$ cat src/rtl/load_unit.sv
// RV32I load unit: one outstanding load, word-aligned memory read, lane
// extraction with sign/zero extension, and a bounded wait for read data.
module load_unit #(
    parameter int unsigned TIMEOUT = 255
) (
    input  logic        clk,
    input  logic        rst,
    input  logic        req_valid,
    output logic        req_ready,
    input  logic [31:0] req_addr,
    input  logic [2:0]  req_funct3,
    input  logic [4:0]  req_rd,
    output logic        mem_arvalid,
    output logic [31:0] mem_araddr,
    input  logic        mem_arready,
    input  logic        mem_rvalid,
    input  logic [31:0] mem_rdata,
    input  logic [1:0]  mem_rresp,
    output logic        mem_rready,
    output logic        rsp_valid,
    input  logic        rsp_ready,
    output logic [31:0] rsp_data,
    output logic [4:0]  rsp_rd,
    output logic        rsp_err
);

    typedef enum logic [1:0] {IDLE, SEND_AR, WAIT_R, RESP} state_t;

    localparam logic [15:0] CNT_LAST = 16'(TIMEOUT - 1);

    state_t      state_q;
    logic [15:0] cnt_q;
    logic [1:0]  addr_lo_q;
    logic [2:0]  funct3_q;
    logic        req_ready_q;
    logic        arvalid_q;
    logic        rready_q;
    logic        rsp_valid_q;
    logic        rsp_err_q;
    logic [31:0] rsp_data_q;
    logic [31:0] araddr_q;
    logic [4:0]  rsp_rd_q;

    logic        req_legal;
    logic [7:0]  byte_lane;
    logic [15:0] half_lane;
    logic [31:0] load_data_d;

    always_comb begin
        req_legal = 1'b0;
        case (req_funct3)
            3'b000, 3'b100: req_legal = 1'b1;
            3'b001, 3'b101: req_legal = ~req_addr[0];
            3'b010:         req_legal = (req_addr[1:0] == 2'b00);
            default:        req_legal = 1'b0;
        endcase
    end

    // Lane select uses the latched low address bits, not the live request.
    always_comb begin
        byte_lane   = mem_rdata[{addr_lo_q, 3'b000} +: 8];
        half_lane   = mem_rdata[{addr_lo_q[1], 4'b0000} +: 16];
        load_data_d = mem_rdata;
        case (funct3_q)
            3'b000:  load_data_d = {{24{byte_lane[7]}}, byte_lane};
            3'b001:  load_data_d = {{16{half_lane[15]}}, half_lane};
            3'b100:  load_data_d = {24'h0, byte_lane};
            3'b101:  load_data_d = {16'h0, half_lane};
            default: load_data_d = mem_rdata;
        endcase
    end

    always_ff @(posedge clk) begin
        if (rst) begin
            state_q     <= IDLE;
            cnt_q       <= '0;
            addr_lo_q   <= '0;
            funct3_q    <= '0;
            req_ready_q <= 1'b1;
            arvalid_q   <= 1'b0;
            rready_q    <= 1'b0;
            rsp_valid_q <= 1'b0;
            rsp_err_q   <= 1'b0;
            rsp_data_q  <= '0;
            araddr_q    <= '0;
            rsp_rd_q    <= '0;
        end else begin
            case (state_q)
                IDLE: begin
                    if (req_valid) begin
                        addr_lo_q   <= req_addr[1:0];
                        funct3_q    <= req_funct3;
                        rsp_rd_q    <= req_rd;
                        araddr_q    <= {req_addr[31:2], 2'b00};
                        rsp_data_q  <= '0;
                        req_ready_q <= 1'b0;
                        if (req_legal) begin
                            rsp_err_q <= 1'b0;
                            arvalid_q <= 1'b1;
                            state_q   <= SEND_AR;
                        end else begin
                            rsp_err_q   <= 1'b1;
                            rsp_valid_q <= 1'b1;
                            state_q     <= RESP;
                        end
                    end
                end
                SEND_AR: begin
                    if (mem_arready) begin
                        arvalid_q <= 1'b0;
                        rready_q  <= 1'b1;
                        cnt_q     <= '0;
                        state_q   <= WAIT_R;
                    end
                end
                WAIT_R: begin
                    if (mem_rvalid) begin
                        rsp_data_q  <= load_data_d;
                        rsp_err_q   <= (mem_rresp != 2'b00);
                        rready_q    <= 1'b0;
                        rsp_valid_q <= 1'b1;
                        state_q     <= RESP;
                    end else if (cnt_q == CNT_LAST) begin
                        rsp_data_q  <= '0;
                        rsp_err_q   <= 1'b1;
                        rready_q    <= 1'b0;
                        rsp_valid_q <= 1'b1;
                        state_q     <= RESP;
                    end else begin
                        cnt_q <= cnt_q + 16'd1;
                    end
                end
                RESP: begin
                    if (rsp_ready) begin
                        rsp_valid_q <= 1'b0;
                        req_ready_q <= 1'b1;
                        state_q     <= IDLE;
                    end
                end
                default: state_q <= IDLE;
            endcase
        end
    end

    assign req_ready   = req_ready_q;
    assign mem_arvalid = arvalid_q;
    assign mem_araddr  = araddr_q;
    assign mem_rready  = rready_q;
    assign rsp_valid   = rsp_valid_q;
    assign rsp_err     = rsp_err_q;
    assign rsp_data    = rsp_data_q;
    assign rsp_rd      = rsp_rd_q;

endmodule

$ cat config.mk
export PLATFORM = sky130hd
export DESIGN_NAME = load_unit
export DESIGN_NICKNAME = d
export VERILOG_FILES = /design/src/rtl/load_unit.sv
export SDC_FILE = /design/constraint.sdc
export NUM_CORES = 1
export LEC_CHECK = 0
export ABC_AREA = 1
export CORE_AREA = 2 2 120 122
export CTS_CLUSTER_DIAMETER = 50
export CTS_CLUSTER_SIZE = 30
export DETAILED_ROUTE_END_ITERATION = 10
export DIE_AREA = 0 0 122 124
export PLACE_DENSITY_LB_ADDON = 0.1
export SETUP_SLACK_MARGIN = 0.4
export SLEW_MARGIN = 25
export SYNTH_ARGS = -nofsm -noshare
export SYNTH_HDL_FRONTEND = slang
export SYNTH_SLANG_ARGS = --single-unit
export TNS_END_PERCENT = 100
$ cat constraint.sdc
create_clock -name clk -period 1.7 [get_ports clk]
set_clock_uncertainty 0.15 [all_clocks]
set_input_delay 0.34 -clock clk [delete_from_list [all_inputs] [get_ports clk]]
set_output_delay 0.34 -clock clk [all_outputs]
set_load 0.1 [all_outputs]
# Word-level counts from Yosys, hierarchy flattened
# Index checks and enable logic that the tools add are counted.
# totals
in_bits	80
register_bits	95
wordCells	93
# op_classes
n_shift	2
n_reduce_logical	20
muxes	38
n_bitwise	1
add_sub_neg	1
eq_ne	19
# op_table
operator	n
32-bit one-hot mux with 4 select lines	1
32-bit 2-to-1 mux	3
32-bit one-hot mux with 2 select lines	1
16-bit 2-to-1 mux	3
16-bit one-hot mux with 2 select lines	1
32-bit by 6-bit indexed part select with 16-bit output	1
32-bit by 6-bit indexed part select with 8-bit output	1
16-bit by 1-bit adder with 16-bit output, second input constant	1
16-bit by 8-bit == test with 1-bit output, second input constant	1
1-bit 2-to-1 mux	16
2-bit inequality test, second input constant	7
3-bit == test, second input constant	4
2-bit 2-to-1 mux	6
4-bit AND reduction	3
2-bit nonzero test	5
3-bit AND reduction	3
1-bit one-hot mux with 2 select lines	4
2-bit one-hot mux with 4 select lines	1
3-bit by 1-bit == test with 1-bit output, second input constant	2
3-bit zero test	2
1-bit one-hot mux with 3 select lines	2
5-bit AND reduction	1
2-bit == test, second input constant	2
2-bit zero test	2
other kinds (7)	8

# Longest topological paths before layout
# Gate-level depths: netlist of run 1.
# logic_depth
depth_word	6
ltp_mapped	11

# Worst setup path after synthesis of run 1
# OpenSTA, ideal clock, no wires.
# synth_path
kind	reg-to-reg
startpoint	register state_q[1]
endpoint	register cnt_q[8]
arrival_time_ps	1491
n_path_buf	1
stages_incl_launch_ff	10
path_slack_ps	-59
path_cell_list	dfxtp_1 inv_1 ha_1 nand2_1 o21ai_2 a21oi_2 nand2_2 buf_6 nor3_1 nor2_1
# synth_via
elab_chain_len	3
elab_cells_between_ends	8
cone_classes	eq/ne: 5; mux: 1; reduce/logical: 2
# synth_lines
item	line_no	source
start, declared	31	state_t state_q;
start signal, assigned	75	state_q <= IDLE;
start signal, assigned	100	state_q <= SEND_AR;
start signal, assigned	104	state_q <= RESP;
2-bit == test or 2-bit by 1-bit == test with 1-bit output (tied branches)	88	case (state_q)
2-bit inequality test (no line) or 2-bit nonzero test (tied branches)	-	
4-bit AND reduction (no line)	-	
end signal, assigned	130	cnt_q <= cnt_q + 16'd1;
end, declared	32	logic [15:0] cnt_q;
# Parallel ways exist; a longest one is shown, timed or not.
# A chain may end at the register's enable or synchronous reset.

# Final worst setup path of run 1
# layout_path
startpoint	register state_q[0]
endpoint	register rsp_data_q[24] (netlist: rsp_data[24])
# layout_via
elab_chain_len	3
elab_cells_between_ends	7
cone_classes	eq/ne: 3; mux: 1; reduce/logical: 3
# layout_lines
item	line_no	source
2-bit == test or 2-bit zero test (tied branches)	88	
3-bit inequality test (no line), or another cell as far along	-	
3-bit AND reduction (no line)	-	
end signal, assigned	118	rsp_data_q <= load_data_d;
end, declared	40	logic [31:0] rsp_data_q;
# Parallel ways exist; a longest one is shown, timed or not.

==> results.py, run 1 <==
metrics = {
    "clock_network": {
        "path_clk_slew_ns": 0.07,
        "cts-root-buf": "clkbuf_16",
        "clock_path_buffers": 2,
        "cts_tree": "built",
        "clk_latency_ns": 0.36,
        "cts_made_buffers": 9,
        "cts_num_sinks": 95,
        "htreeDepth": 3,
    },
    "route": {
        "vias": 5790,
        "dr.pass1.iters": 5,
        "remaining_drc_errors": 0,
        "wl_um": 17500,
        "first_iter_violations": 406,
        "wl_per_cell_um": 14.9,
        "viasPerCell": 4.94,
        "ant_nets": 0,
    },
    "logic_synthesis": {
        "synth_edf_count": 0,
        "synthCells": 750,
        "yosys_warnings": 0,
        "syn_area_per_cell_um2": 6.56,
        "synth_top_family_by_area": "simple AND/OR/NAND/NOR gates",
        "synthesis.area_um2": 4920,
        "synthMuxAreaShare_pct": 0,
        "ys_seq_area_share_pct": 38.6,
        "synth_fa_ha_area_share_pct": 1.53,
        "async_flop_share_pct": 0,
        "yosys.area_share.simple_pct": 32.3,
        "synth_compound_area_share_pct": 15.9,
        "synth_seq_cells": 95,
        "synth_ff_type": "dfxtp_1",
        "synth_xor_area_share_pct": 0.712,
        "ys_types": 37,
    },
    "worst_hold_path": {
        "hold_path.class": "register to register",
    },
    "worst_setup_path": {
        "required_ns": 1.83,
        "slowest_stage": "dfxtp_4",
        "cp-start-kind": "register",
        "critPathMaxFanout": 7,
        "critPathKind": "register to register",
        "crit_arrival_ns": 1.85,
        "crit_path_frequent_cell": "nor2_4",
        "worstPathBufferInverterCount": 2,
        "cpPeakStageDelay_ns": 0.36,
        "crit_family": "simple AND/OR/NAND/NOR gates",
        "path_cells": "inv_4 -> ha_4 -> nor2_4 -> nor2_4 -> nand2_8 -> buf_8 -> nand2_2 -> nand2_1 -> a21oi_1",
        "end_kind": "register",
    },
    "cells_and_area": {
        "fin_nets": 1072,
        "antenna_cells": 0,
        "area_growth_pct": 90.1,
        "fillers": 1069,
        "final_util_pct": 68.2,
        "stdcell_count": 1171,
        "final_layout_size_suffix_gt1_share_pct": 44.5,
    },
    "floorplanning": {
        "core_area_um2": 13700,
        "num_rows": 43,
        "dieArea_um2": 15100,
        "start_util_pct": 35.9,
        "die_h_um": 124,
        "die_x_um": 122,
        "pin_count": 154,
    },
    "timing": {
        "layout_setup_ws_ns": -0.0165,
        "hold_viol_final": 0,
        "timing.final.crit_share_pct": 101,
        "max_freq_mhz": 583,
        "final-setup-viol-count": 11,
        "holdWs_ns": 0.329,
        "rsz0062_at_grt": "yes",
        "finalMaxSlewViolations": 0,
        "min_period_ns": 1.72,
    },
    "power_and_ir_drop": {
        "power_frac_seq_pct": 19.5,
        "p_total_uw": 20000,
        "internal-power_uw": 9710,
        "p_leak_uw": 0.00395,
        "p_comb_share_pct": 70.3,
        "cellPowerDensity_nw_per_um2": 2140,
        "sw_frac_of_total_pct": 51.5,
        "clkPwrFrac_pct": 10.2,
        "p_switching_uw": 10300,
        "ir_drop_mv": 1.25,
    },
    "run_status": {
        "violations": "setup timing",
        "outcome": "finished with violations",
    },
    "global_routing": {
        "grt_max_degree": 26,
        "grt-ovfl-total": 0,
        "grt_pass1_vias": 5143,
        "antenna_found_initial": 1,
        "grt_pass1_wl_um": 25300,
        "track_usage_pct": 21.3,
    },
    "place": {
        "dpl_worst_slack_ns": -0.256,
        "dp_hpwl_um": 12100,
        "port_buffers": 151,
        "place_inst": 1118,
        "place_congestion": 0.908,
    },
    "flow_run": {
        "maxCapViolCount": 0,
    },
}
==> kinds of logic after synthesis <==
group | after synthesis
AND/OR/NAND/NOR | 392
XOR/XNOR | 4
flip-flops | 95
adder cells (fa/ha/maj) | 6
buffers and inverters | 120
AO/OA/AOI/OAI | 132
other | 1
==> layout by cell type, fill, tap and decap left out, types with 4 or more instances in the layout <==
cell | netlist | layout
buf_8 | 0 | 4
inv_2 | 4 | 6
dfxtp_1 | 95 | 18
o21ai_2 | 1 | 8
nor2_4 | 1 | 20
buf_4 | 5 | 77
dfxtp_2 | 0 | 50
dfxtp_4 | 0 | 27
nand2_2 | 6 | 26
nand2_1 | 181 | 148
nand4_1 | 9 | 9
o21ai_0 | 53 | 21
nand2_4 | 2 | 14
a21oi_1 | 42 | 32
ha_4 | 0 | 5
nor2_2 | 1 | 33
nand3_1 | 24 | 21
a21oi_2 | 23 | 32
clkdlybuf4s50_1 | 0 | 79
buf_6 | 5 | 15
nor2_1 | 155 | 104
nor3_1 | 10 | 6
buf_12 | 1 | 78
inv_1 | 75 | 68
o211ai_1 | 8 | 8
o21ai_1 | 2 | 26
clkbuf_16 | 0 | 13
==> state kept, by name (all words and copies together) (netlist names) <==
name / flops
req_ready: 1
addr_lo_q: 2
cnt_q: 16
funct3_q: 3
mem_rready: 1
mem_araddr: 30
rsp_err: 1
rsp_data: 32
rsp_rd: 5
mem_arvalid: 1
rsp_valid: 1
state_q: 2
==> synthesized netlist by cell type (8+ instances only) <==
library cell | number | share of area (%)
nand2_1 | 181 | 14
nor3_1 | 10 | 1.0
o21ai_0 | 53 | 5.4
o211ai_1 | 8 | 1.2
dfxtp_1 | 95 | 39
nand4_1 | 9 | 1.1
a21oi_2 | 23 | 4.1
nor2_1 | 155 | 12
a21oi_1 | 42 | 4.3
inv_1 | 75 | 5.7
nand3_1 | 24 | 2.4
clkbuf_1 | 18 | 1.4
==> per-layer routing <==
metal  track usage (%)  wire length, µm
met2              35.2             8560
met5                 0               11
met3              6.73             1500
met1              25.5             6900
met4              9.55              486
==> metrics by stage <==
stage                     setup TNS (ns)  cell area, µm²
final                            -0.0594            9350
after global routing               -2.95            9350
after CTS                              0            8520
after detailed placement          -12.15            8000
after global placement            -10.78            8000
after floorplan                        0            5180
==> worst min-delay path: stages, from the launching register on <==
cell and delay, ns:
dfxtp_2 0.34, inv_1 0.05, a21oi_1 0.05
==> cell type report <==
class                           count  area [µm²]  area share [%]
Inverter                           83         362            3.87
Timing Repair Buffer              259        3290            35.2
Clock inverter                      6        52.6           0.562
Multi-Input combinational cell    537        3110            33.2
Tap cell                          180         225            2.41
Clock buffer                       10         239            2.56
Sequential cell                    95        2070            22.1
Timing Repair inverter              1        8.76          0.0936
==> final timing paths <==
path	startpoint	to	slack (ns)	cells after the start
max reg2reg	state_q[0]$_SDFFE_PP0P_	rsp_data[24]$_SDFFE_PP0P_	-0.02	9
min	cnt_q[7]$_SDFFE_PP0P_	cnt_q[7]$_SDFFE_PP0P_	0.33	2
max	state_q[0]$_SDFFE_PP0P_	rsp_data[24]$_SDFFE_PP0P_	-0.02	9
min reg2reg	cnt_q[7]$_SDFFE_PP0P_	cnt_q[7]$_SDFFE_PP0P_	0.33	2
==> repair_timing <==
item | CTS | global route
setup buffers | 5 | 24
hold buffers | 0 | 0
gates resized for setup | 38 | 194
pin swaps | 5 | 25
gates cloned | 1 | 7
hold endpoints to repair | 0 | 0
endpoints found under the setup margin | 167 | 167
==> power by group through the flow <==
| stage | Sequential, µW | Clock (µW) | Combinational, µW |
|---|---|---|---|
| after floorplan | 7760 | 0 | 3490 |
| after global placement | 3810 | 0 | 11600 |
| after detailed placement | 3830 | 0 | 11700 |
| after CTS | 3810 | 2080 | 12200 |
| after global routing | 3990 | 2160 | 14800 |
| final | 3910 | 2040 | 14100 |
(Power assumes the default switching activity.)
==> inputs of run 2 (changes only) <==
==> constraint.sdc (replaced) <==
create_clock -name clk -period 1.9 [get_ports clk]
set_clock_uncertainty 0.15 [all_clocks]
set_input_delay 0.38 -clock clk [delete_from_list [all_inputs] [get_ports clk]]
set_output_delay 0.38 -clock clk [all_outputs]
set_load 0.005 [all_outputs]
==> results.py, run 2 (synthesis results as in run 1) <==
metrics = {
    "worst_setup_path": {
        "required_ns": 1.99,
        "worstPathBufferInverterCount": 4,
        "crit_family": "buffers and inverters",
        "r2r_end": "cnt_q[7]$_SDFFE_PP0P_",
        "path_cells": "inv_4 -> ha_4 -> buf_6 -> o21ai_4 -> a21oi_4 -> buf_6 -> buf_4 -> nand4_1 -> nand2_2 -> a21oi_2",
        "startpoint": "state_q[0]$_SDFFE_PP0P_",
        "end_kind": "register",
        "crit_arrival_ns": 1.85,
        "critPathKind": "register to register",
        "critPathMaxFanout": 8,
        "slowest_stage": "dfxtp_4",
        "r2r_start": "state_q[0]$_SDFFE_PP0P_",
        "ff2ff_path_depth": 10,
        "crit_path_frequent_cell": "buf_6",
        "rrSetupSlack_ns": 0.15,
        "cpPeakStageDelay_ns": 0.36,
        "cp-start-kind": "register",
    },
    "route": {
        "ant_nets": 0,
        "dr_wl_met3_um": 1340,
        "maxUsedRoutingLayer": "met4",
        "wl_um": 16800,
        "viasPerCell": 4.80,
        "first_iter_violations": 394,
        "vias": 5437,
        "wl_met1_um": 6920,
        "dr.pass1.iters": 4,
        "remaining_drc_errors": 0,
        "wl_per_cell_um": 14.8,
        "dr_wl_met2_um": 7990,
    },
    "floorplanning": {
        "start_util_pct": 35.9,
        "num_rows": 43,
        "die_h_um": 124,
        "die_x_um": 122,
        "core_area_um2": 13700,
        "pin_count": 154,
        "dieArea_um2": 15100,
    },
    "timing": {
        "rsz0062_at_grt": "yes",
        "finalMaxSlewViolations": 0,
        "hold_viol_final": 0,
        "max_freq_mhz": 570,
        "finalSetupTns_ns": 0,
        "timing.final.crit_share_pct": 92.3,
        "relSlewSlack_pct": 66.2,
        "worst_slew_pin_slew_ns": 0.506,
        "final-setup-viol-count": 0,
        "min_period_ns": 1.75,
    },
    "place": {
        "port_buffers": 151,
        "place_congestion": 0.883,
        "dp_hpwl_um": 11100,
    },
    "cells_and_area": {
        "fin_nets": 1033,
        "final_layout_size_suffix_gt1_share_pct": 27.8,
        "layout_commonest_cell": "nor2_1",
        "antenna_cells": 0,
        "final_cell_mix": "nor2_1, nand2_1, clkdlybuf4s50_1",
        "largest_reg_flops": 32,
        "final_util_pct": 59.2,
        "fillers": 1294,
        "area_growth_pct": 65.0,
    },
    "power_and_ir_drop": {
        "cellPowerDensity_nw_per_um2": 1480,
        "p_leak_uw": 0.00354,
        "ir_drop_mv": 0.635,
    },
    "run_status": {
        "outcome": "completed",
    },
    "global_routing": {
        "grt_pass1_vias": 5258,
        "track_usage_pct": 21.9,
        "grt_pass1_wl_um": 25800,
        "grt_max_degree": 54,
        "antenna_found_initial": 0,
        "grt-ovfl-total": 0,
    },
    "clock_network": {
        "ctsHoldBuffers": 0,
        "cts-root-buf": "clkbuf_16",
        "htreeDepth": 3,
        "cts_num_sinks": 95,
        "clock_path_buffers": 2,
        "clk_latency_ns": 0.35,
        "cts_tree": "built",
        "path_clk_slew_ns": 0.06,
        "cts_made_buffers": 9,
    },
    "worst_hold_path": {
        "hold_start": "rsp_data[3]$_SDFFE_PP0P_",
        "hold_end": "rsp_data[3]$_SDFFE_PP0P_",
        "min_path_cells": 2,
        "hold_path.class": "register to register",
    },
    "flow_run": {
        "maxCapViolCount": 0,
    },
}
==> run 2: routing by layer <==
layer,vias to the layer above,track usage (%)
met5,-,0
met4,0,10.3
met3,31,6.14
met2,172,36.4
met1,2482,26.2
li1,2752,-
==> run 2: repair_timing <==
item,in CTS,in global routing
cloned,7,1
pin swaps,21,26
endpoints found under the setup margin,166,120
resized for setup,203,89
setup buffers,25,4
==> run 2: cell type report <==
type | instances | area (µm²) | share of cell area (%)
clock buffer | 11 | 243 | 2.99
multi-input combinational | 536 | 3020 | 37.2
tap | 180 | 225 | 2.77
sequential | 95 | 1940 | 23.9
inverter | 83 | 345 | 4.25
timing repair inverter | 2 | 16.3 | 0.200
timing repair buffer | 220 | 2250 | 27.7
clock inverter | 5 | 81.3 | 1.00
==> run 2: worst max-delay path by stage <==
stage	to	slack [ns]	depth (start not counted)
finish	cnt_q[7]$_SDFFE_PP0P_	0.15	10
global route	cnt_q[11]$_SDFFE_PP0P_	0.05	9
detailed placement	rsp_data[27]$_SDFFE_PP0P_	-0.09	8
CTS	rsp_data[9]$_SDFFE_PP0P_	0.16	10
floorplan	rsp_err$_SDFFE_PP0P_	0.30	11
global placement	rsp_data[9]$_SDFFE_PP0P_	-0.06	11
==> run 2: through the flow <==
stage	hold slack, ns	instances	cell area (µm²)	worst slack, ns	total power [µW]
floorplan	0.303	751	5040	0.300	6050
global placement	0.305	1079	6870	-0.0635	8080
detailed placement	0.308	1079	6870	-0.0909	8140
CTS	0.329	1127	7860	0.164	11600
global route	0.353	1132	8120	0.0524	12800
finish	0.328	1132	8120	0.146	12000
==> run 2: worst register-to-register path: cells and delay by family (launching register included) <==
family | cells | cell delay [ns]
AO/OA/AOI/OAI | 3 | 0.25
adder cells (fa/ha/maj) | 1 | 0.24
buffers and inverters | 4 | 0.48
flip-flops | 1 | 0.36
AND/OR/NAND/NOR | 2 | 0.18
==> run 2: power breakdown <==
group          total [µW]  switching [µW]  internal [µW]
Sequential           3010             364           2640
Clock                1980             792           1190
Combinational        7030            3690           3330
==> inputs of run 3 (changes only) <==
- CORE_AREA: 2 2 120 122 -> 2 2 106 108
- DIE_AREA: 0 0 122 124 -> 0 0 108 110
==> results.py, run 3 (synthesis results as in run 1) <==
metrics = {
    "route": {
        "first_iter_violations": 333,
        "viasPerCell": 5.37,
        "remaining_drc_errors": 0,
        "vias": 5882,
        "ant_nets": 0,
        "wl_per_cell_um": 16.8,
        "wl_um": 18400,
        "dr.pass1.iters": 9,
    },
    "power_and_ir_drop": {
        "clkPwrFrac_pct": 10.6,
        "p_switching_uw": 5400,
        "power_frac_seq_pct": 25.3,
        "p_leak_uw": 0.00346,
        "p_comb_share_pct": 64.1,
        "cellPowerDensity_nw_per_um2": 1500,
        "sw_frac_of_total_pct": 43.6,
        "internal-power_uw": 6970,
        "ir_drop_mv": 0.755,
    },
    "place": {
        "dpl_worst_slack_ns": -0.0601,
        "placed_cell_area_um2": 6800,
        "dp_hpwl_um": 10800,
        "port_buffers": 151,
        "place_congestion": 0.902,
    },
    "floorplanning": {
        "start_util_pct": 46.0,
        "die_h_um": 110,
        "die_x_um": 108,
        "pin_count": 154,
        "num_rows": 38,
        "dieArea_um2": 11900,
        "core_area_um2": 10700,
    },
    "worst_hold_path": {
        "hold_path.class": "register to register",
    },
    "cells_and_area": {
        "regArea_um2": 2010,
        "antenna_cells": 0,
        "final_layout_size_suffix_gt1_share_pct": 38.2,
        "area_growth_pct": 67.8,
        "multi_input_area_um2": 3140,
        "final_area_um2": 8260,
        "fin_nets": 1037,
        "final_cell_mix": "nor2_1, nand2_1, clkdlybuf4s50_1",
        "layout_commonest_cell": "nor2_1",
        "largest_reg_flops": 32,
        "fillers": 758,
    },
    "global_routing": {
        "grt_pass1_vias": 5336,
        "top_usage_layer": "met2",
        "grt_max_degree": 58,
        "met3_usage_pct": 5.58,
        "use_met2_pct": 47.8,
        "use_met1_pct": 31.9,
        "track_usage_pct": 27.1,
        "grt_pass1_wl_um": 25500,
        "antenna_found_initial": 0,
        "grt-ovfl-total": 0,
    },
    "worst_setup_path": {
        "critPathKind": "register to register",
        "path_cells": "inv_4 -> ha_4 -> buf_6 -> o21ai_4 -> inv_1 -> nand2_1 -> nand2_2 -> inv_4 -> nand2_1 -> nor2_2",
        "cp-start-kind": "register",
        "end_kind": "register",
        "slowest_stage": "dfxtp_4",
        "crit_arrival_ns": 1.93,
        "critPathMaxFanout": 7,
        "required_ns": 2.07,
        "cpPeakStageDelay_ns": 0.38,
    },
    "clock_network": {
        "cts_made_buffers": 9,
        "cts-root-buf": "clkbuf_8",
        "cts_tree": "built",
        "clock_path_buffers": 2,
        "cts_num_sinks": 95,
        "htreeDepth": 3,
        "clk_latency_ns": 0.39,
        "path_clk_slew_ns": 0.09,
    },
    "timing": {
        "finalMaxSlewViolations": 0,
        "finalSetupTns_ns": 0,
        "timing.final.crit_share_pct": 92.7,
        "min_period_ns": 1.76,
        "max_freq_mhz": 568,
        "layout_setup_ws_ns": 0.139,
        "final-setup-viol-count": 0,
        "hold_viol_final": 0,
        "rsz0062_at_grt": "yes",
    },
    "run_status": {
        "outcome": "completed",
    },
    "flow_run": {
        "maxCapViolCount": 0,
    },
}
## run 3: cell types whose count changed in the layout (fill, tap and decap cells not counted), moves of 15 or more
cell,before,now
dlygate4sd2_1,51,0
nor2_2,9,25
nor2_1,138,121
o21ai_1,10,25
nand2_1,137,119
dfxtp_2,20,75
dfxtp_1,71,17
clkdlybuf4s15_1,19,57
## run 3: metal layers
metal / wire [µm] / vias up / share of wire, %
li1: - / 2764 / -
met1: 6850 / 2717 / 37
met2: 9230 / 326 / 50
met3: 1560 / 75 / 8.5
met4: 774 / 0 / 4.2
met5: 0 / - / 0
## run 3: repair_timing
item | CTS | global route
hold buffers | 0 | 0
setup endpoints to repair | 165 | 115
gates resized for setup | 305 | 164
buffers inserted | 17 | 10
gates cloned | 6 | 10
pin swaps | 21 | 33
## run 3: final cells by class
type / instances / area share [%]
repair buffers: 224 / 28.7
well taps: 140 / 2.12
flip-flops and latches: 95 / 24.3
repair inverters: 2 / 0.288
clock inverters: 6 / 0.652
clock buffers: 10 / 1.55
inverters: 83 / 4.41
multi-input cells: 536 / 38.0
## run 3: final timing paths
path                           start                      end  slack [ns]  cells past startpoint
min reg2reg  mem_rready$_SDFFE_PP0P_  mem_rready$_SDFFE_PP0P_        0.32                      2
max          state_q[0]$_SDFFE_PP0P_    cnt_q[8]$_SDFFE_PP0P_        0.14                     10
max reg2reg  state_q[0]$_SDFFE_PP0P_    cnt_q[8]$_SDFFE_PP0P_        0.14                     10
min          mem_rready$_SDFFE_PP0P_  mem_rready$_SDFFE_PP0P_        0.32                      2
## run 3: power by group through the flow
stage          Sequential (µW)  Clock (µW)  Combinational (µW)
4_1_cts                   3070        1330                6390
3_5_place_dp              3020           0                5150
3_3_place_gp              2990           0                5060
6_report                  3130        1310                7930
2_1_floorplan             3010           0                3040
5_1_grt                   3190        1410                8470
## run 3: through the flow
step                power [µW]  cells  hold WS (ns)  utilization [%]
floorplan                 6050    751         0.303                -
global placement          8050   1037         0.304             63.6
global route             13100   1096         0.340             77.2
finish                   12400   1096         0.319             77.2
CTS                      10800   1076         0.322             71.6
detailed placement        8170   1037         0.311             63.6
## run 3: worst max-delay path: cells and delay by family (launching register included)
family,cells,cell delay (ns)
adder cells (fa/ha/maj),1,0.21
buffers and inverters,4,0.37
AO/OA/AOI/OAI,1,0.16
flip-flops,1,0.38
AND/OR/NAND/NOR,4,0.42
